File: src/rtl/conv_window_controller.sv
// Raster-order window sequencer for the convolver shift-register chain.
// Gates each shift with valid/ready and flags cycles where a full KxK window is resident.
module conv_window_controller #(
  parameter int IMAGE_WIDTH  = 8,
  parameter int IMAGE_HEIGHT = 8,
  parameter int KERNEL_SIZE  = 3,
  parameter int DATA_WIDTH   = 32,
  localparam int RW = (IMAGE_HEIGHT > 1) ? $clog2(IMAGE_HEIGHT) : 1,
  localparam int CW = (IMAGE_WIDTH  > 1) ? $clog2(IMAGE_WIDTH)  : 1
) (
  input  logic                  clock,
  input  logic                  reset,
  input  logic                  start,
  input  logic                  in_valid,
  input  logic [DATA_WIDTH-1:0] in_data,
  output logic                  in_ready,
  output logic                  shift_enable,
  output logic [DATA_WIDTH-1:0] shift_data,
  output logic                  window_valid,
  output logic [RW-1:0]         win_row,
  output logic [CW-1:0]         win_col,
  output logic                  busy,
  output logic                  done
);

  typedef enum logic {IDLE, RUN} state_t;

  localparam logic [RW-1:0] ROW_LAST = RW'(IMAGE_HEIGHT - 1);
  localparam logic [CW-1:0] COL_LAST = CW'(IMAGE_WIDTH - 1);
  localparam logic [RW-1:0] ROW_K    = RW'(KERNEL_SIZE - 1);
  localparam logic [CW-1:0] COL_K    = CW'(KERNEL_SIZE - 1);

  state_t        state;
  logic [RW-1:0] row;
  logic [CW-1:0] col;
  logic          accept;

  assign in_ready     = (state == RUN);
  assign busy         = (state == RUN);
  assign accept       = in_valid & in_ready;
  assign shift_enable = accept;
  assign shift_data   = in_data;

  // The window flag lands on the same edge the shift register absorbs the pixel,
  // so window_valid lines up with the chain's updated contents.
  always_ff @(posedge clock) begin
    if (reset) begin
      state        <= IDLE;
      row          <= '0;
      col          <= '0;
      window_valid <= 1'b0;
      win_row      <= '0;
      win_col      <= '0;
      done         <= 1'b0;
    end else begin
      // NOTE: non-blocking assignments so every register samples pre-edge values.
      window_valid <= 1'b0;
      done         <= 1'b0;
      case (state)
        IDLE: begin
          if (start) state <= RUN;
        end
        RUN: begin
          if (accept) begin
            if (row >= ROW_K && col >= COL_K) begin
              window_valid <= 1'b1;
              win_row      <= row - ROW_K;
              win_col      <= col - COL_K;
            end
            if (col == COL_LAST) begin
              col <= '0;
              if (row == ROW_LAST) begin
                row   <= '0;
                state <= IDLE;
                done  <= 1'b1;
              end else begin
                row <= row + RW'(1);
              end
            end else begin
              col <= col + CW'(1);
            end
          end
        end
        default: state <= IDLE;
      endcase
    end
  end

endmodule

File: config.mk
export PLATFORM = sky130hd
export DESIGN_NAME = conv_window_controller
export DESIGN_NICKNAME = d
export VERILOG_FILES = /design/src/rtl/conv_window_controller.sv
export SDC_FILE = /design/constraint.sdc
export NUM_CORES = 1
export LEC_CHECK = 0
export CELL_PAD_IN_SITES_DETAIL_PLACEMENT = 0
export CELL_PAD_IN_SITES_GLOBAL_PLACEMENT = 1
export CORE_UTILIZATION = 20
export CTS_CLUSTER_SIZE = 14
export DETAILED_ROUTE_END_ITERATION = 6
export PLACE_DENSITY = 0.73
export SYNTH_ARGS = -nofsm -noshare
export SYNTH_HDL_FRONTEND = slang
export SYNTH_SLANG_ARGS = --single-unit
File: constraint.sdc
create_clock -name clock -period 1.5 [get_ports clock]
set_clock_uncertainty 0.2 [all_clocks]
set_input_delay 0.3 -clock clock [delete_from_list [all_inputs] [get_ports clock]]
set_output_delay 0.3 -clock clock [all_outputs]
set_load 0.03 [all_outputs]
# After elaboration in Yosys (flattened, before gate mapping)
# Cells that the tools add are included.
# op_classes
bitwise_logic,4
mux,9
eq_ne,2
reduce_logical,6
add_sub_neg,4
order_cmp,2
# ops
operator,count
"3-bit by 1-bit adder with 3-bit output, second input constant",2
"3-bit == test, second input constant",2
"3-bit by 2-bit >= comparator with 1-bit output, second input constant",2
1-bit two-way mux,6
3-bit two-way mux,2
3-bit AND reduction,2
"3-bit by 2-bit subtractor with 3-bit output, second input constant",2
4-bit OR reduction,1
1-bit inverter,3
3-bit OR reduction,1
1-bit one-hot mux with 2 select lines,1
2-bit AND reduction,1
1-bit AND,1
1-bit logical AND,1
# word_totals
elab_cells,34
in_bits,36
reg_bits,15
out_inout_bits,43

# Longest topological paths before layout
# logic_depth
ltp_word,5
ltp_mapped,5
mapped_depth_nobuf,4

# Least setup slack after synthesis
# Ideal clock, no wire load.
# synth_path
kind,register to register
startpoint,register state (netlist: busy)
endpoint,register win_col[1]
t_required_ps,1179
period_less_slack_ps,1649
arrival_time_ps,1328
setup_ps,121
n_path_buf,2
path_slack_ps,-149
path_stages_with_launch,5
cell_sequence,dfxtp_1 > buf_6 > and4bb_1 > buf_6 > mux2_4
# synth_via
elab_chain_len,2
# synth_rtl
element,line_no,source
from (decl),33,state_t state;
from (signal assigned),48,state <= IDLE;
from (signal assigned),61,if (start) state <= RUN;
from (signal assigned),74,state <= IDLE;
1-bit AND,40,assign accept = in_valid & in_ready;
3-bit AND reduction (no line) (*),--,
to (signal assigned),68,win_col <= col - COL_K;
to (decl),21,"output logic [CW-1:0] win_col,"
# Mark *: on every way between the ends. The rest lies on a longest branch, timed or not.
# A chain may end at the register's enable or synchronous reset.

# Final worst setup path
# layout_path
startpoint,register col[2]
endpoint,register win_row[1]
# layout_via
elab_chain_len,3
# layout_rtl
element,line_no,source
from (decl),35,logic [CW-1:0] col;
from (signal assigned),80,col <= col + CW'(1);
3-bit by 2-bit >= comparator with 1-bit output,65,if (row >= ROW_K && col >= COL_K) begin
1-bit logical AND,65,
3-bit AND reduction (no line),--,
to (signal assigned),67,win_row <= row - ROW_K;
to (decl),20,"output logic [RW-1:0] win_row,"
# No other way between the ends.

==> metrics.csv <==
metric;value;unit
number of clock sinks;15;
Async SR Flop Fraction;0;
r2r setup slk;-30;ps
CP startpoint kind;flip-flop;
WP data arrival;1460;ps
Mapped Area;1010;um2
initial core utilization;0.211;
Crit Path Category;flip-flop to flip-flop;
Clk Latency, worst-skew pair;240;ps
Wirelength per Cell;10.4;um
P per Cell Area;685;nW/um2
post-synthesis mux area share;0.109;
antenna diode count;0;
part of the cycle the worst path needs;1.02;
Finished Layout Cells;169;
Slew HR;0.889;
Final Hold Vio Count;0;
Synth area leader;dfxtp_1;
top cell type's share of synthesized area;0.297;
Synth area leaders;dfxtp_1, buf_4, ha_1;
final core utilization;0.245;
Num CTS Buffers;3;
WP depth;5;
Die Span X;73.1;um
FMAX;652;MHz
Synth Flop Type;dfxtp_1;
CTS tree;done;
Post-Synth Simple-Gate Area;0.168;
most frequent cell after synthesis;buf_4;
Area growth, synth to finish;15.8;%
Syn Area/Cell;9.45;um2
post-synthesis cell type count;24;
antenna violations before repair;0;
Max Cap Viol;0;
critical path's largest stage delay;330;ps
Detailed Route WL;1.77;mm
failing checks;setup timing;
fin area;1170;um2
Compound-Gate Fraction of Synth Area;0.0532;
Worst-path clk slew;60;ps
slowest CP cell;dfxtp_2;
Synth top cells by count;buf_4, dfxtp_1, nand2b_1;
detailed placement HPWL;1.29;mm
Post-CTS Hold Fix Bufs;0;
I/O pin count;79;
Worst Path Required;1430;ps
Worst Path Buf+Inv;2;
CP max FO;6;
Antenna Nets Post-Route;0;
VDD IR-drop max;0.000278;V
DRT iter0 DRCs;16;
largest net degree at the start of global routing;12;
dpl cells;162;
RSZ-0062 raised after global routing;true;
crit-path leading delay family;flip-flops;
# nets final;145;
yosys warns;0;
fraction of layout cells with a size suffix above 1;0.559;
Core ar.;4790;um2
final setup TNS;-116;ps
total chip power;0.000803;W
Synth Area in XOR/XNOR;0;
FF+latch count, synth;15;
gpl congestion;0.657;
vias after detailed routing;602;
Synth Area in Adders;0.0743;
Worst Hold Depth;2;
Rows;25;
clk root buf;clkbuf_8;
crit-path cells;inv_2 > ha_4 > and4bb_1 > buf_6 > mux2_4;
Slew @ Worst Pin;162;ps
drc violations;0;
min-delay worst type;flip-flop to flip-flop;
Die H;73.1;um
Post-Synthesis Cells;107;
GRT overflow;0;
Net Count, Synth;149;
max-slew violation count;0;
first-pass GRT wire length;2.93;mm
Period minus WS final;1530;ps
vias in the first global route;672;
register area share after synthesis;0.297;
worst reg2reg path depth;5;
Setup-failing EPs final;4;
H-tree depth;1;
placed cell areas;1030;um2
Port-buffer cells;14;
total die area;5340;um2
post-detailed-route via-to-cell ratio;3.56;
Total Routing Usage GR;0.0730;
crit end category;flip-flop;
largest family of logic cells by synthesized area;buffers and inverters;
status;finished with violations;
Worst Slack Setup Final;-33.3;ps
Pre-Repair DR Iteration Count;4;
CTS max path bufs;2;
number of synthesized flops with an enable pin;0;
Pleak;0.466;nW
metal layers:
metal	vias to the layer above	GRT usage	share of wire
li1	305	-	-
met1	283	0.0758	0.43
met2	10	0.121	0.47
met3	4	0.0193	0.086
met4	0	0.0632	0.018
met5	-	0	0
cell type report:
class | count | area, um2
Timing Repair Buffer | 30 | 239
Inverter | 4 | 15.0
Multi-Input combinational cell | 49 | 477
Sequential cell | 15 | 312
Clock buffer | 4 | 45.0
Tap cell | 67 | 83.8
Fill cell | 516 | 3610
cell usage in the layout (no fill, tap or decap):
master            n
and2_4            1
a21oi_1           3
nand4b_1          1
and3_4            1
a311oi_2          1
a21bo_2           3
mux2_4            4
nor2b_1           5
buf_6             2
nor2_1            6
dlygate4sd2_1     1
ha_2              2
mux2i_1           5
dfxtp_4           1
nand3_1           1
clkbuf_1          1
ha_4              4
nand2b_1          7
or3_1             1
nand4bb_1         1
inv_2             4
dfxtp_1           8
or3b_1            1
dfxtp_2           6
buf_4            25
clkbuf_8          3
and4bb_1          1
clkdlybuf4s50_1   2
nand4_1           1
power by group:
part,switching [W],internal (W)
registers,0.00000452,0.000403
logic,0.0000400,0.0000381
clock network,0.000130,0.000188
total,0.000174,0.000628
sequential cells by signal, summed over array words and instances (netlist names):
| name | count |
|---|---|
| busy | 1 |
| col | 3 |
| done | 1 |
| row | 3 |
| win_col | 3 |
| win_row | 3 |
| window_valid | 1 |
cells by family (layout without fill, tap and decap cells):
kind of cell | Yosys count | count (layout)
AOI/OAI and AO/OA | 7 | 7
adders and majority gates | 6 | 6
buffers and inverters | 43 | 38
DFF | 15 | 15
muxes | 9 | 9
and+or+nand+nor | 27 | 27
worst reg2reg max path: cells and delay by family (launching register included):
kind | cells | cell delay (ps)
muxes | 1 | 290
adders and majority gates | 1 | 150
buffers and inverters | 2 | 170
DFF | 1 | 330
and+or+nand+nor | 1 | 270
final timing paths:
check	start	endpoint
setup reg to reg	col[2]	win_row[1]
setup / recovery	col[2]	win_row[1]
hold reg to reg	win_col[0]	win_col[0]
hold / removal	win_col[0]	win_col[0]
metrics by stage:
step	worst slack [ps]	hold WS, ps
2_1_floorplan	-6.03	257
3_3_place_gp	-273	270
3_5_place_dp	-285	273
4_1_cts	-47.3	281
5_1_grt	-75.8	308
6_report	-33.3	283
what timing repair did:
action	CTS	global route
resized for setup	10	7
buffers inserted	1	2
endpoints found under the setup margin	10	11
pin swaps	2	2
(Power assumes the default switching activity.)
